==> config.mk <==
export PLATFORM = sky130hd
export DESIGN_NAME = classifier_arbiter
export DESIGN_NICKNAME = d
export VERILOG_FILES = /design/src/rtl/classifier_arbiter.sv
export SDC_FILE = /design/constraint.sdc
export NUM_CORES = 1
export LEC_CHECK = 0
export CORE_AREA = 8 8 366 368
export DETAILED_ROUTE_END_ITERATION = 10
export DIE_AREA = 0 0 374 376
export DONT_BUFFER_PORTS = 1
export GPL_TIMING_DRIVEN = 0
export MAX_ROUTING_LAYER = met4
export PLACE_DENSITY = 0.3
export SETUP_SLACK_MARGIN = 0.4
export SYNTH_ARGS = -nofsm -noshare
export SYNTH_HDL_FRONTEND = slang
export SYNTH_SLANG_ARGS = --single-unit
==> constraint.sdc <==
create_clock -name clk -period 18.8 [get_ports clk]
set_clock_uncertainty 0.05 [all_clocks]
set_input_delay 3.76 -clock clk [delete_from_list [all_inputs] [get_ports clk]]
set_output_delay 3.76 -clock clk [all_outputs]
set_load 0.1 [all_outputs]
==> src/rtl/classifier_arbiter.sv <==
// -----------------------------------------------------------------------------
// classifier_arbiter
//   Round-robin arbiter that shares one packet classifier between NUM_PORTS
//   requesters. Issues a single-cycle start pulse, waits for the classifier
//   to go busy and then idle again, and returns the matched rule range with
//   the requester's port id and the measured latency.
//   Optional statistics: define CLASSIFIER_ARB_STATS_EN.
//   Revision: 1.0
// -----------------------------------------------------------------------------
`default_nettype none

module classifier_arbiter #(
  parameter int NUM_PORTS = 4,
  parameter int PORT_W    = $clog2(NUM_PORTS),
  parameter int LAT_W     = 16
) (
  input  logic                       clk,
  input  logic                       reset,
  input  logic [NUM_PORTS-1:0]       req_valid,
  input  logic [NUM_PORTS*104-1:0]   req_packet,
  output logic [NUM_PORTS-1:0]       req_ready,
  output logic                       cls_input_is_valid,
  output logic [103:0]               cls_packet,
  input  logic                       cls_ready_to_process,
  input  logic [103:0]               cls_first,
  input  logic [103:0]               cls_last,
  output logic                       resp_valid,
  input  logic                       resp_ready,
  output logic [PORT_W-1:0]          resp_port,
  output logic [103:0]               resp_first,
  output logic [103:0]               resp_last,
  output logic [LAT_W-1:0]           resp_cycles
`ifdef CLASSIFIER_ARB_STATS_EN
  ,
  output logic [NUM_PORTS*32-1:0]    stat_grants,
  output logic [LAT_W-1:0]           stat_max_cycles,
  input  logic                       stat_clear
`endif
);

  localparam int PKT_W = 104;

  typedef enum logic [1:0] {
    IDLE  = 2'd0,
    ISSUE = 2'd1,
    WAIT  = 2'd2,
    RESP  = 2'd3
  } state_t;

  state_t               state;
  logic [PORT_W-1:0]    rr_ptr;
  logic                 seen_busy;
  logic [LAT_W-1:0]     cnt;
  logic [LAT_W-1:0]     cnt_inc;
  logic                 grant_found;
  logic [PORT_W-1:0]    grant_idx;
  logic [PORT_W-1:0]    cand;
  logic [PORT_W-1:0]    next_ptr;
  logic [PKT_W-1:0]     sel_packet;
  logic                 grant;
  logic                 capture;

  // Round-robin search: first valid port starting at rr_ptr, wrapping modulo NUM_PORTS
  always_comb begin
    grant_found = 1'b0;
    grant_idx   = '0;
    cand        = '0;
    for (int i = 0; i < NUM_PORTS; i++) begin
      cand = PORT_W'((int'(rr_ptr) + i) % NUM_PORTS);
      if (!grant_found && req_valid[cand]) begin
        grant_found = 1'b1;
        grant_idx   = cand;
      end
    end
  end

  // Packet of the granted port
  always_comb begin
    sel_packet = '0;
    for (int p = 0; p < NUM_PORTS; p++) begin
      if (grant_idx == PORT_W'(p)) begin
        sel_packet = req_packet[p*PKT_W +: PKT_W];
      end
    end
  end

  // Grant only from IDLE with an idle classifier; reset forces the accept low
  always_comb begin
    req_ready = '0;
    if (!reset && grant) begin
      req_ready[grant_idx] = 1'b1;
    end
  end

  assign grant    = (state == IDLE) && cls_ready_to_process && grant_found;
  assign capture  = (state == WAIT) && seen_busy && cls_ready_to_process;
  assign next_ptr = (grant_idx == PORT_W'(NUM_PORTS - 1)) ? '0 : grant_idx + 1'b1;
  assign cnt_inc  = (cnt == {LAT_W{1'b1}}) ? cnt : cnt + 1'b1;

  // Request sequencer: grant, start pulse, wait for busy-then-idle, hold response
  always_ff @(posedge clk or posedge reset) begin
    if (reset) begin
      state              <= IDLE;
      rr_ptr             <= '0;
      seen_busy          <= 1'b0;
      cnt                <= '0;
      cls_input_is_valid <= 1'b0;
      cls_packet         <= '0;
      resp_valid         <= 1'b0;
      resp_port          <= '0;
      resp_first         <= '0;
      resp_last          <= '0;
      resp_cycles        <= '0;
    end else begin
      case (state)
        IDLE: begin
          if (grant) begin
            cls_packet         <= sel_packet;
            resp_port          <= grant_idx;
            rr_ptr             <= next_ptr;
            cls_input_is_valid <= 1'b1;
            cnt                <= '0;
            state              <= ISSUE;
          end
        end
        ISSUE: begin
          cls_input_is_valid <= 1'b0;
          seen_busy          <= 1'b0;
          cnt                <= cnt_inc;
          state              <= WAIT;
        end
        WAIT: begin
          cnt <= cnt_inc;
          // Ready seen before the busy phase is the classifier's drop latency
          if (!cls_ready_to_process) begin
            seen_busy <= 1'b1;
          end
          if (capture) begin
            resp_first  <= cls_first;
            resp_last   <= cls_last;
            resp_cycles <= cnt;
            resp_valid  <= 1'b1;
            state       <= RESP;
          end
        end
        RESP: begin
          if (resp_ready) begin
            resp_valid <= 1'b0;
            state      <= IDLE;
          end
        end
        default: state <= IDLE;
      endcase
    end
  end

`ifdef CLASSIFIER_ARB_STATS_EN
  // Per-port grant counters and worst-case latency; clear has priority
  always_ff @(posedge clk or posedge reset) begin
    if (reset) begin
      stat_grants     <= '0;
      stat_max_cycles <= '0;
    end else if (stat_clear) begin
      stat_grants     <= '0;
      stat_max_cycles <= '0;
    end else begin
      for (int p = 0; p < NUM_PORTS; p++) begin
        if (grant && (grant_idx == PORT_W'(p))) begin
          stat_grants[p*32 +: 32] <= stat_grants[p*32 +: 32] + 32'd1;
        end
      end
      if (capture && (cnt > stat_max_cycles)) begin
        stat_max_cycles <= cnt;
      end
    end
  end
`endif

endmodule

`default_nettype wire

==> impl_table.tex, run 1 <==
\begin{tabular}{lr}
\hline
Metric & Value \\
\hline
\multicolumn{2}{l}{\textbf{Outcome}} \\
\quad Outcome & complete, no violations \\
\multicolumn{2}{l}{\textbf{Final layout}} \\
\quad Final cell area excluding filler cells & 21100 um2 \\
\quad Count of nets after finishing & 2757 \\
\quad Ratio of cells with drive above 1 in the final layout & 5.25\% \\
\quad Area grow syn2layout & 21.9\% \\
\quad Non-filler cells, final & 3849 \\
\quad Fill cell total of the finished layout & 14600 \\
\multicolumn{2}{l}{\textbf{CTS}} \\
\quad H-Tree Level Count & 2 \\
\quad Clock Path Buffers & 3 \\
\quad \# clock sinks & 353 \\
\quad Quantity of hold-fixing buffers added after cts & 0 \\
\quad Cell at the root of the clock tree & sky130\_fd\_sc\_hd\_\_clkbuf\_16 \\
\quad Cells resized by post-CTS repair & 0 \\
\quad Number of buffers inserted to repair setup after CTS & 0 \\
\quad Clock transition at the registers of the reported paths & 0.06 ns \\
\quad Skew-Pair Late Insertion Delay & 0.61 ns \\
\quad CTS tree & yes \\
\quad TritonCTS buffer count & 47 \\
\multicolumn{2}{l}{\textbf{Placement}} \\
\quad Placement Cell Area & 19500 um2 \\
\quad Placed Cells incl. Taps & 3741 \\
\quad Final weighted congestion of routability-driven global placement & 0.879 \\
\quad Estimated wirelength of the detail-placed design & 92000 um \\
\quad Port Buf Inserts & 0 \\
\multicolumn{2}{l}{\textbf{Worst setup path}} \\
\quad Required time of the worst setup path & 14.99 ns \\
\quad Peak fanout along the critical path & 10 \\
\quad Critical path cell sequence & nor2b\_1 -> a21o\_1 -> a221oi\_1 -> ha\_1 -> clkbuf\_1 -> clkbuf\_1 -> clkbuf\_1 -> and3\_1 \\
\quad Cell with the most instances on the worst path & sky130\_fd\_sc\_hd\_\_clkbuf\_1 \\
\quad Arrival @ worst endpoint & 7.89 ns \\
\quad Slowest-stage cell, CP & sky130\_fd\_sc\_hd\_\_and3\_1 \\
\quad CP Capture Type & output port \\
\quad Critical path startpoint category & primary input \\
\quad Delay contributed by the slowest stage of the critical path & 0.94 ns \\
\quad Kind of critical path & in2out \\
\multicolumn{2}{l}{\textbf{Synthesis}} \\
\quad Biggest area contributors in the synthesized netlist & sky130\_fd\_sc\_hd\_\_dfrtp\_1, sky130\_fd\_sc\_hd\_\_nand2\_1, sky130\_fd\_sc\_hd\_\_a21oi\_1, sky130\_fd\_sc\_hd\_\_a211o\_1, sky130\_fd\_sc\_hd\_\_a221oi\_1 \\
\quad Dominant synthesized flop cell & sky130\_fd\_sc\_hd\_\_dfrtp\_1 \\
\quad Multiplexer share of the synthesized area & 0.311\% \\
\quad Number of distinct library cells after synthesis & 50 \\
\quad Average footprint of a synthesized cell & 8.39 um2 \\
\quad Cell count after synthesis & 2063 \\
\quad Synth async-reset ratio & 100\% \\
\quad EDFF count, synth & 0 \\
\quad Commonest cells post-synth & sky130\_fd\_sc\_hd\_\_nand2\_1, sky130\_fd\_sc\_hd\_\_dfrtp\_1, sky130\_fd\_sc\_hd\_\_a21oi\_1, sky130\_fd\_sc\_hd\_\_clkbuf\_1, sky130\_fd\_sc\_hd\_\_inv\_1 \\
\quad Dominant combinational cell family by area after synthesis & simple AND/OR/NAND/NOR gates \\
\quad Area share of the largest cell type after synthesis & 51.1\% \\
\quad Yosys reg bits & 353 \\
\quad Library cell with the largest summed area after synthesis & sky130\_fd\_sc\_hd\_\_dfrtp\_1 \\
\quad Total of warnings raised by yosys & 0 \\
\quad XOR/XNOR share of the synthesized area & 0\% \\
\quad Post-synthesis share of cell area spent on and, or, nand and nor gates & 23.3\% \\
\quad Post-synthesis sequential area ratio & 51.1\% \\
\quad Synthesized net count & 2705 \\
\quad Post-Synth Adder-Cell Area & 0.723\% \\
\quad Netlist area before placement & 17300 um2 \\
\quad Fraction of the mapped netlist area in compound gates & 18.4\% \\
\quad Most repeated cell in the gate-level netlist after synthesis & sky130\_fd\_sc\_hd\_\_nand2\_1 \\
\multicolumn{2}{l}{\textbf{STA}} \\
\quad Final hold slack & 0.496 ns \\
\quad Post-route clock period utilization & 62.2\% \\
\quad Unrepaired setup endpoints after global routing & false \\
\quad Max-slew violation count & 0 \\
\quad Tightest Pin Transition & 1.28 ns \\
\quad Final setup violation count & 0 \\
\quad Final Hold Violating Endpoints & 0 \\
\quad FMAX & 0.0855 GHz \\
\quad Clock period minus final worst setup slack & 11.70 ns \\
\quad Final sum of negative setup slack & 0 ns \\
\quad Relative slew margins & 14.7\% \\
\multicolumn{2}{l}{\textbf{Global routing}} \\
\quad Global routing usage on met2 & 26.4\% \\
\quad Total gr overflow & 0 \\
\quad Vias in the first global route & 16000 \\
\quad Layer carrying the most global-route usage & met2 \\
\quad Overall Global Routing Usage & 15.3\% \\
\quad Met1 GRT Util & 16.9\% \\
\quad Largest net degree at the start of global routing & 108 \\
\quad First-pass GRT wire length & 147000 um \\
\quad Global-route track usage on met3 & 6.03\% \\
\quad Initial antenna violation count & 47 \\
\multicolumn{2}{l}{\textbf{Floorplanning}} \\
\quad Ports placed on the boundary & 968 \\
\quad Die Wd & 374 um \\
\quad Die Ht & 376 um \\
\quad Core area & 128000 um2 \\
\quad Std cell rows & 132 \\
\quad Die area & 141000 um2 \\
\quad Starting density of the core & 13.5\% \\
\multicolumn{2}{l}{\textbf{Worst hold path}} \\
\quad Tightest Hold Check Type & reg2reg \\
\multicolumn{2}{l}{\textbf{Detailed routing}} \\
\quad Wire length per cell after detailed routing & 28.9 um \\
\quad Vias per cell & 4.04 \\
\quad Via count & 15600 \\
\quad Final routed wirelength across all metal layers & 111000 um \\
\quad Initial DRC Count & 949 \\
\quad Number of nets with antenna violations after detailed routing & 0 \\
\quad Number of detailed-route iterations in the first pass & 4 \\
\quad Count of unresolved DRC violations after routing & 0 \\
\multicolumn{2}{l}{\textbf{Job}} \\
\quad Maxcap violations & 0 \\
\hline
\end{tabular}
-- sequential cells by signal, summed over array words and instances, names as in the netlist --
name and count:
resp_valid 1, seen_busy 1, cls_packet 104, resp_port 2
resp_last 104, rr_ptr 2, resp_first 104, cnt 16
resp_cycles 16, state 2, cls_input_is_valid 1
-- layer usage --
metal	vias to the layer above	share of wire, %	wire length, um
li1	7044	-	-
met1	7617	39	43100
met2	783	50	55700
met3	116	9.6	10700
met4	0	1.7	1880
met5	-	0	0
-- cell families (layout without fill, tap and decap cells) --
| kind of cell | count (synthesis) | in the layout |
|---|---|---|
| AOI/OAI and AO/OA | 459 | 459 |
| buffers and inverters | 278 | 367 |
| other | 0 | 22 |
| adders and majority gates | 10 | 10 |
| and+or+nand+nor | 958 | 958 |
| DFF | 353 | 353 |
| muxes | 5 | 5 |
-- worst paths after layout --
kind,cells after the start,slack [ns],from,to
min,2,0.50,cnt[14]$_DFFE_PP0P_,resp_cycles[14]$_DFFE_PP0P_
max,8,7.10,req_valid[3],req_ready[3]
min reg2reg,2,0.50,cnt[14]$_DFFE_PP0P_,resp_cycles[14]$_DFFE_PP0P_
max in group asynchronous,3,14.06,reset,cls_packet[92]$_DFFE_PP0P_
min in group asynchronous,1,3.05,reset,resp_first[21]$_DFFE_PP0P_
max reg2reg,9,14.31,rr_ptr[1]$_DFFE_PP0P_,cls_packet[100]$_DFFE_PP0P_
-- area by class of cell --
type                    count  area [um2]  share of cell area [%]
flip-flops and latches    353        8830                    41.9
multi-input cells        1432        7390                    35.0
well taps                1675        2100                    9.94
clock buffers              66        1330                    6.30
plain buffers             159         634                    3.01
inverters                 119         454                    2.15
clock inverters            20         219                    1.04
repair buffers              3        82.6                   0.392
diodes                     22        55.1                   0.261
-- through the flow --
step	worst slack [ns]	utilization (%)
after floorplan	2.34	-
after global placement	-2.91	15.1
after detailed placement	6.92	15.2
after CTS	6.91	16.4
after global routing	6.76	16.4
final	7.10	16.4
-- placed cells by master, fill, tap and decap left out, types with 8 or more instances in the layout --
cell and instances:
sky130_fd_sc_hd__a211o_1 107, sky130_fd_sc_hd__buf_1 14, sky130_fd_sc_hd__diode_2 22, sky130_fd_sc_hd__clkbuf_8 8, sky130_fd_sc_hd__nand2_1 689, sky130_fd_sc_hd__nor2_1 113, sky130_fd_sc_hd__ha_1 10, sky130_fd_sc_hd__clkbuf_1 139
sky130_fd_sc_hd__buf_2 12, sky130_fd_sc_hd__nor2b_1 108, sky130_fd_sc_hd__o21ai_0 11, sky130_fd_sc_hd__a221oi_1 105, sky130_fd_sc_hd__clkbuf_16 47, sky130_fd_sc_hd__a21oi_1 214, sky130_fd_sc_hd__clkinv_2 10, sky130_fd_sc_hd__dfrtp_1 353
sky130_fd_sc_hd__inv_1 118
-- worst max-delay path: cells and delay by family --
family                     cells  cell delay [ns]
buffers and inverters          3             2.09
and+or+nand+nor                2             0.97
adders and majority gates      1             0.28
AOI/OAI and AO/OA              2             0.75
Power of run 1 is not shown: default switching activity piles up to over one toggle a cycle in this logic, so the estimate is an artifact.
==> inputs of run 2 (changes only) <==
==> constraint.sdc (replaced) <==
create_clock -name clk -period 11.6 [get_ports clk]
set_clock_uncertainty 0.05 [all_clocks]
set_input_delay 2.32 -clock clk [delete_from_list [all_inputs] [get_ports clk]]
set_output_delay 2.32 -clock clk [all_outputs]
set_load 0.1 [all_outputs]
==> run 2 against run 1 <==
Effect of this change: first-iteration DRC count grew 25%; global-route usage is 0.84 points higher; worst setup slack got worse by 4.1 ns; die area is the same; sequential share of layout area fell by 0.68 points; via count is 1.5% higher; worst hold slack worse by 0.016 ns; final cell count up 0.68%; critical path depth unchanged; critical endpoint is now req_ready[2]; largest cell class unchanged.
==> impl_table.tex, run 2 (synthesis gave the netlist of run 1 again) <==
\begin{tabular}{lr}
\hline
Metric & Value \\
\hline
\multicolumn{2}{l}{\textbf{Worst setup path}} \\
\quad CP Capture Type & output port (unchanged) \\
\quad Required time of the worst setup path & 9.23 ns (was 14.99 ns) \\
\quad Peak fanout along the critical path & 10 (unchanged) \\
\quad Kind of critical path & in2out (unchanged) \\
\quad Arrival @ worst endpoint & 6.22 ns (was 7.89 ns) \\
\quad Critical path startpoint category & primary input (unchanged) \\
\quad Minimum setup slack among reg-to-reg paths & 7.47 ns (was 14.31 ns) \\
\multicolumn{2}{l}{\textbf{Global routing}} \\
\quad Total gr overflow & 0 (unchanged) \\
\quad Global routing usage on met2 & 28.5\% (was 26.4\%) \\
\quad Overall Global Routing Usage & 16.1\% (was 15.3\%) \\
\quad Layer carrying the most global-route usage & met2 (unchanged) \\
\quad Largest net degree at the start of global routing & 38 (was 108) \\
\quad First-pass GRT wire length & 153000 um (was 147000 um) \\
\quad Met1 GRT Util & 17.2\% (was 16.9\%) \\
\quad Vias in the first global route & 16100 (was 16000) \\
\quad Initial antenna violation count & 56 (was 47) \\
\quad Global-route track usage on met3 & 6.46\% (was 6.03\%) \\
\multicolumn{2}{l}{\textbf{Final layout}} \\
\quad Biggest regs & cls\_packet: 104 flops, resp\_first: 104 flops, resp\_last: 104 flops (unchanged) \\
\quad Commonest cells after routing, fill and taps aside & sky130\_fd\_sc\_hd\_\_nand2\_1, sky130\_fd\_sc\_hd\_\_dfrtp\_1, sky130\_fd\_sc\_hd\_\_a21oi\_1 (unchanged) \\
\quad Count of nets after finishing & 2768 (was 2757) \\
\quad Final cell area excluding filler cells & 21400 um2 (was 21100 um2) \\
\quad Core occupancy in the finished layout & 16.7\% (was 16.4\%) \\
\quad Ratio of cells with drive above 1 in the final layout & 5.87\% (was 5.25\%) \\
\quad Area grow syn2layout & 23.9\% (was 21.9\%) \\
\quad Commonest non-fill, non-tap cell in the layout & sky130\_fd\_sc\_hd\_\_nand2\_1 (unchanged) \\
\multicolumn{2}{l}{\textbf{STA}} \\
\quad Post-route clock period utilization & 74.1\% \\
\quad FMAX & 0.116 GHz \\
\quad Relative slew margins & 10.4\% (was 14.7\%) \\
\quad Unrepaired setup endpoints after global routing & false (unchanged) \\
\quad Max-slew violation count & 0 (unchanged) \\
\quad Clock period minus final worst setup slack & 8.59 ns \\
\quad Final setup violation count & 0 (unchanged) \\
\quad Tightest Pin Transition & 1.34 ns (was 1.28 ns) \\
\quad Final Hold Violating Endpoints & 0 (unchanged) \\
\quad Setup ws final & 3.01 ns (was 7.10 ns) \\
\quad Final sum of negative setup slack & 0 ns (unchanged) \\
\multicolumn{2}{l}{\textbf{Floorplanning}} \\
\quad Die Ht & 376 um (unchanged) \\
\quad Starting density of the core & 13.5\% (unchanged) \\
\quad Std cell rows & 132 (unchanged) \\
\quad Die area & 141000 um2 (unchanged) \\
\quad Core area & 128000 um2 (unchanged) \\
\quad Ports placed on the boundary & 968 (unchanged) \\
\quad Die Wd & 374 um (unchanged) \\
\multicolumn{2}{l}{\textbf{Placement}} \\
\quad Placement Cell Area & 19600 um2 (was 19500 um2) \\
\quad Port Buf Inserts & 0 (unchanged) \\
\quad Estimated wirelength of the detail-placed design & 99000 um (was 92000 um) \\
\quad Final weighted congestion of routability-driven global placement & 0.872 (was 0.879) \\
\quad Placement-stage worst setup slack & 2.97 ns (was 6.92 ns) \\
\multicolumn{2}{l}{\textbf{Detailed routing}} \\
\quad Wire length per cell after detailed routing & 30.2 um (was 28.9 um) \\
\quad Final routed wirelength across all metal layers & 117000 um (was 111000 um) \\
\quad Count of unresolved DRC violations after routing & 0 (unchanged) \\
\quad Vias per cell & 4.08 (was 4.04) \\
\quad Number of detailed-route iterations in the first pass & 5 (was 4) \\
\quad Number of nets with antenna violations after detailed routing & 0 (unchanged) \\
\quad Initial DRC Count & 1189 (was 949) \\
\quad Via count & 15800 (was 15600) \\
\multicolumn{2}{l}{\textbf{CTS}} \\
\quad Clock transition at the registers of the reported paths & 0.06 ns (about the same) \\
\quad Quantity of hold-fixing buffers added after cts & 0 (unchanged) \\
\quad TritonCTS buffer count & 49 (was 47) \\
\quad Cell at the root of the clock tree & sky130\_fd\_sc\_hd\_\_clkbuf\_16 (unchanged) \\
\quad Clock Path Buffers & 3 (unchanged) \\
\quad Skew-Pair Late Insertion Delay & 0.61 ns (about the same) \\
\quad Number of buffers inserted to repair setup after CTS & 0 (unchanged) \\
\quad H-Tree Level Count & 2 (unchanged) \\
\quad CTS tree & yes (unchanged) \\
\quad Cells resized by post-CTS repair & 0 (unchanged) \\
\quad \# clock sinks & 353 (unchanged) \\
\multicolumn{2}{l}{\textbf{Outcome}} \\
\quad Outcome & complete, no violations (unchanged) \\
\multicolumn{2}{l}{\textbf{Worst hold path}} \\
\quad Tightest Hold Check Type & reg2reg (unchanged) \\
\multicolumn{2}{l}{\textbf{Job}} \\
\quad Maxcap violations & 0 (unchanged) \\
\hline
\end{tabular}
-- run 2: cell types whose count changed in the layout (fill, tap and decap cells not counted), moves of 3 or more --
cell | before | now
sky130_fd_sc_hd__clkbuf_1 | 139 | 136
sky130_fd_sc_hd__clkinv_2 | 10 | 5
sky130_fd_sc_hd__diode_2 | 22 | 38
sky130_fd_sc_hd__clkbuf_8 | 8 | 14
sky130_fd_sc_hd__clkbuf_16 | 47 | 50
sky130_fd_sc_hd__buf_16 | 3 | 0
sky130_fd_sc_hd__buf_12 | 0 | 11
-- run 2: cell type report --
| cell class | count | area [um2] |
|---|---|---|
| clock inverter | 14 | 228 |
| buffer | 159 | 636 |
| fill | 14600 | 107000 |
| multi-input combinational | 1432 | 7390 |
| sequential | 353 | 8830 |
| clock buffer | 73 | 1480 |
| antenna | 38 | 95.1 |
| inverter | 119 | 450 |
| tap | 1675 | 2100 |
| timing repair buffer | 12 | 235 |
-- run 2: path summary, 6_finish.rpt --
| check | start | to | cells past startpoint |
|---|---|---|---|
| setup / recovery | req_valid[3] | req_ready[2] | 8 |
| hold / removal | cnt[14]$_DFFE_PP0P_ | resp_cycles[14]$_DFFE_PP0P_ | 2 |
| setup reg to reg | rr_ptr[1]$_DFFE_PP0P_ | cls_packet[75]$_DFFE_PP0P_ | 9 |
| hold reg to reg | cnt[14]$_DFFE_PP0P_ | resp_cycles[14]$_DFFE_PP0P_ | 2 |
| max in group asynchronous | reset | cls_packet[46]$_DFFE_PP0P_ | 5 |
| min in group asynchronous | reset | resp_first[99]$_DFFE_PP0P_ | 1 |
-- run 2: metrics by stage --
stage	hold slack, ns	std cells
4_1_cts	0.480	3837
3_5_place_dp	0.473	3750
3_3_place_gp	0.467	3738
2_1_floorplan	0.412	2063
6_report	0.480	3875
5_1_grt	0.518	3871
-- run 2: critical path, cell delays in order --
cell and delay [ns]:
sky130_fd_sc_hd__nand2b_1 0.10, sky130_fd_sc_hd__nand2_1 0.07, sky130_fd_sc_hd__a221oi_1 0.58, sky130_fd_sc_hd__ha_1 0.27, sky130_fd_sc_hd__clkbuf_1 0.89, sky130_fd_sc_hd__buf_1 0.48, sky130_fd_sc_hd__buf_1 0.58, sky130_fd_sc_hd__and3_1 0.92
-- run 2: routing by layer --
layer / share of wire [%] / vias up
met2: 51 / 792
met5: 0 / -
met3: 9.9 / 110
li1: - / 7079
met4: 1.6 / 0
met1: 37 / 7813
Power of run 2 is left out for the same reason.
==> patch, RTL diff (settings of run 1) <==
Re-encode `state_t` (4 states) as one-hot, 4 bits wide.
--- a/src/rtl/classifier_arbiter.sv
+++ b/src/rtl/classifier_arbiter.sv
@@ -40,11 +40,11 @@
 
   localparam int PKT_W = 104;
 
-  typedef enum logic [1:0] {
-    IDLE  = 2'd0,
-    ISSUE = 2'd1,
-    WAIT  = 2'd2,
-    RESP  = 2'd3
+  typedef enum logic [3:0] {
+    IDLE  = 4'b0001,
+    ISSUE = 4'b0010,
+    WAIT  = 4'b0100,
+    RESP  = 4'b1000
   } state_t;
 
   state_t               state;
Behaviour: no difference found for any inputs over 4 cycles, from zero or initial values and one cycle with reset high; so few cycles prove little.
==> patch against run 1 <==
  * Critical path type unchanged
  * Sequential cell count grew 2
  * Maximum frequency fell by 2.0%
  * Worst setup slack worse by 0.24 ns
  * Cell area increased by 0.26%
  * Area after synthesis grew 0.33%
  * Routed wire length down 5.9%
Power is not shown: default switching activity piles up to over one toggle a cycle in this logic, so the estimate is an artifact.
==> patch: results (changes against run 1) <==
status: "completed"  # unchanged
startpoint_type: "input port"  # unchanged
track_usage_pct: 14.4  # was 15.3%
htreeDepth: 2  # unchanged
cts_setup_buffers: 0  # unchanged
max_stage_delay_ns: 1.01  # was 0.94 ns
r2r-end: "cls_packet[3]"  # was cls_packet[100]
reg2reg_depth: 9  # unchanged
fin_cells: 3818  # was 3849
syn_inst: 2052  # was 2063
clock_path_buffers: 3  # unchanged
min_path_type: "reg -> reg"  # unchanged
gp_congestion: 0.934  # was 0.879
finalCritPeriodShare_pct: 63.5  # was 62.2%
r2r_slack_ns: 14.40  # was 14.31 ns
hold_slack_ns: 0.491  # was 0.496 ns
numCtsBuffers: 48  # was 47
wl_per_cell_um: 27.4  # was 28.9 um
crit_fanout: 10  # unchanged
grt_start_max_net_pins: 112  # was 108
dr.pass1.iters: 5  # was 4
drt-initial-drc-count: 1099  # was 949
hp-start: "cnt[10]"  # was cnt[14]
syn-num-nets: 2689  # was 2705
clkTransAtPathRegs_ns: 0.06  # about the same
hold_depth: 1  # was 2
relSlewSlack_pct: 15.6  # was 14.7%
grt_pass1_wl_um: 141000  # was 147000 um
cts_resized: 0  # unchanged
vias: 15800  # was 15600
setup.worst_path.end: "req_ready[3]"  # unchanged
fillers: 14500  # was 14600
drive_above_1_share_pct: 6.79  # was 5.25%
holdPathEnd: "cnt[10]"  # was resp_cycles[14]
ys_seq_area_share_pct: 51.2  # was 51.1%
io_buffers: 0  # unchanged
clk_latency_ns: 0.62
top_regs: "cls_packet: 104 flops, resp_first: 104 flops, resp_last: 104 flops"  # unchanged
reg2reg_from: "rr_ptr[0]"  # was rr_ptr[1]
ys_types: 52  # was 50
crit_start: "req_valid[3]"  # unchanged
final_area_um2: 21100  # about the same
post-place-ws_ns: 6.63  # was 6.92 ns
path_delay_family: "buffers and inverters"  # unchanged
critPathSlowestCell: "and3_1"  # unchanged
synth_area_leaders: "dfrtp_1 51%, nand2_1 15%, a21oi_1 6.2%"  # unchanged
place_area_um2: 19500  # about the same
synthArstFlopShare_pct: 100  # unchanged
dp.cells: 3730  # was 3741
antenna_found_initial: 30  # was 47
worstPathArrival_ns: 8.12  # was 7.89 ns
cts_root_buf: "clkbuf_16"  # unchanged
dp_hpwl_um: 87000  # was 92000 um
yosys-top-cells-count: "679 x nand2_1, 354 x dfrtp_1, 215 x a21oi_1, 115 x nor2_1, 113 x inv_1"  # was 689 x nand2_1, 353 x dfrtp_1, 214 x a21oi_1, 128 x clkbuf_1, 119 x inv_1
[patch: logic make-up after synthesis]
group           share of synthesized area [%]
buf+inv                                  6.86
fa+ha+maj                               0.360
mux                                     0.238
xor+xnor                                0.101
simple gates                             22.7
flops                                    51.2
compound gates                           18.5
[patch: area by class of cell]
class                   count  share of cell area (%)
multi-input cells        1423                    34.4
repair buffers              3                   0.391
well taps                1675                    9.91
flip-flops and latches    355                    42.0
inverters                 114                    2.06
clock buffers              63                    6.33
clock inverters            16                    1.13
plain buffers             160                    3.60
diodes                      9                   0.107
[patch: metal layers]
| layer | track usage [%] | up-vias | part of all wire (%) |
|---|---|---|---|
| li1 | - | 6950 | - |
| met1 | 15.4 | 7919 | 37 |
| met2 | 26.2 | 807 | 53 |
| met3 | 5.03 | 129 | 9.1 |
| met4 | 2.24 | 0 | 1.7 |
| met5 | - | - | 0 |
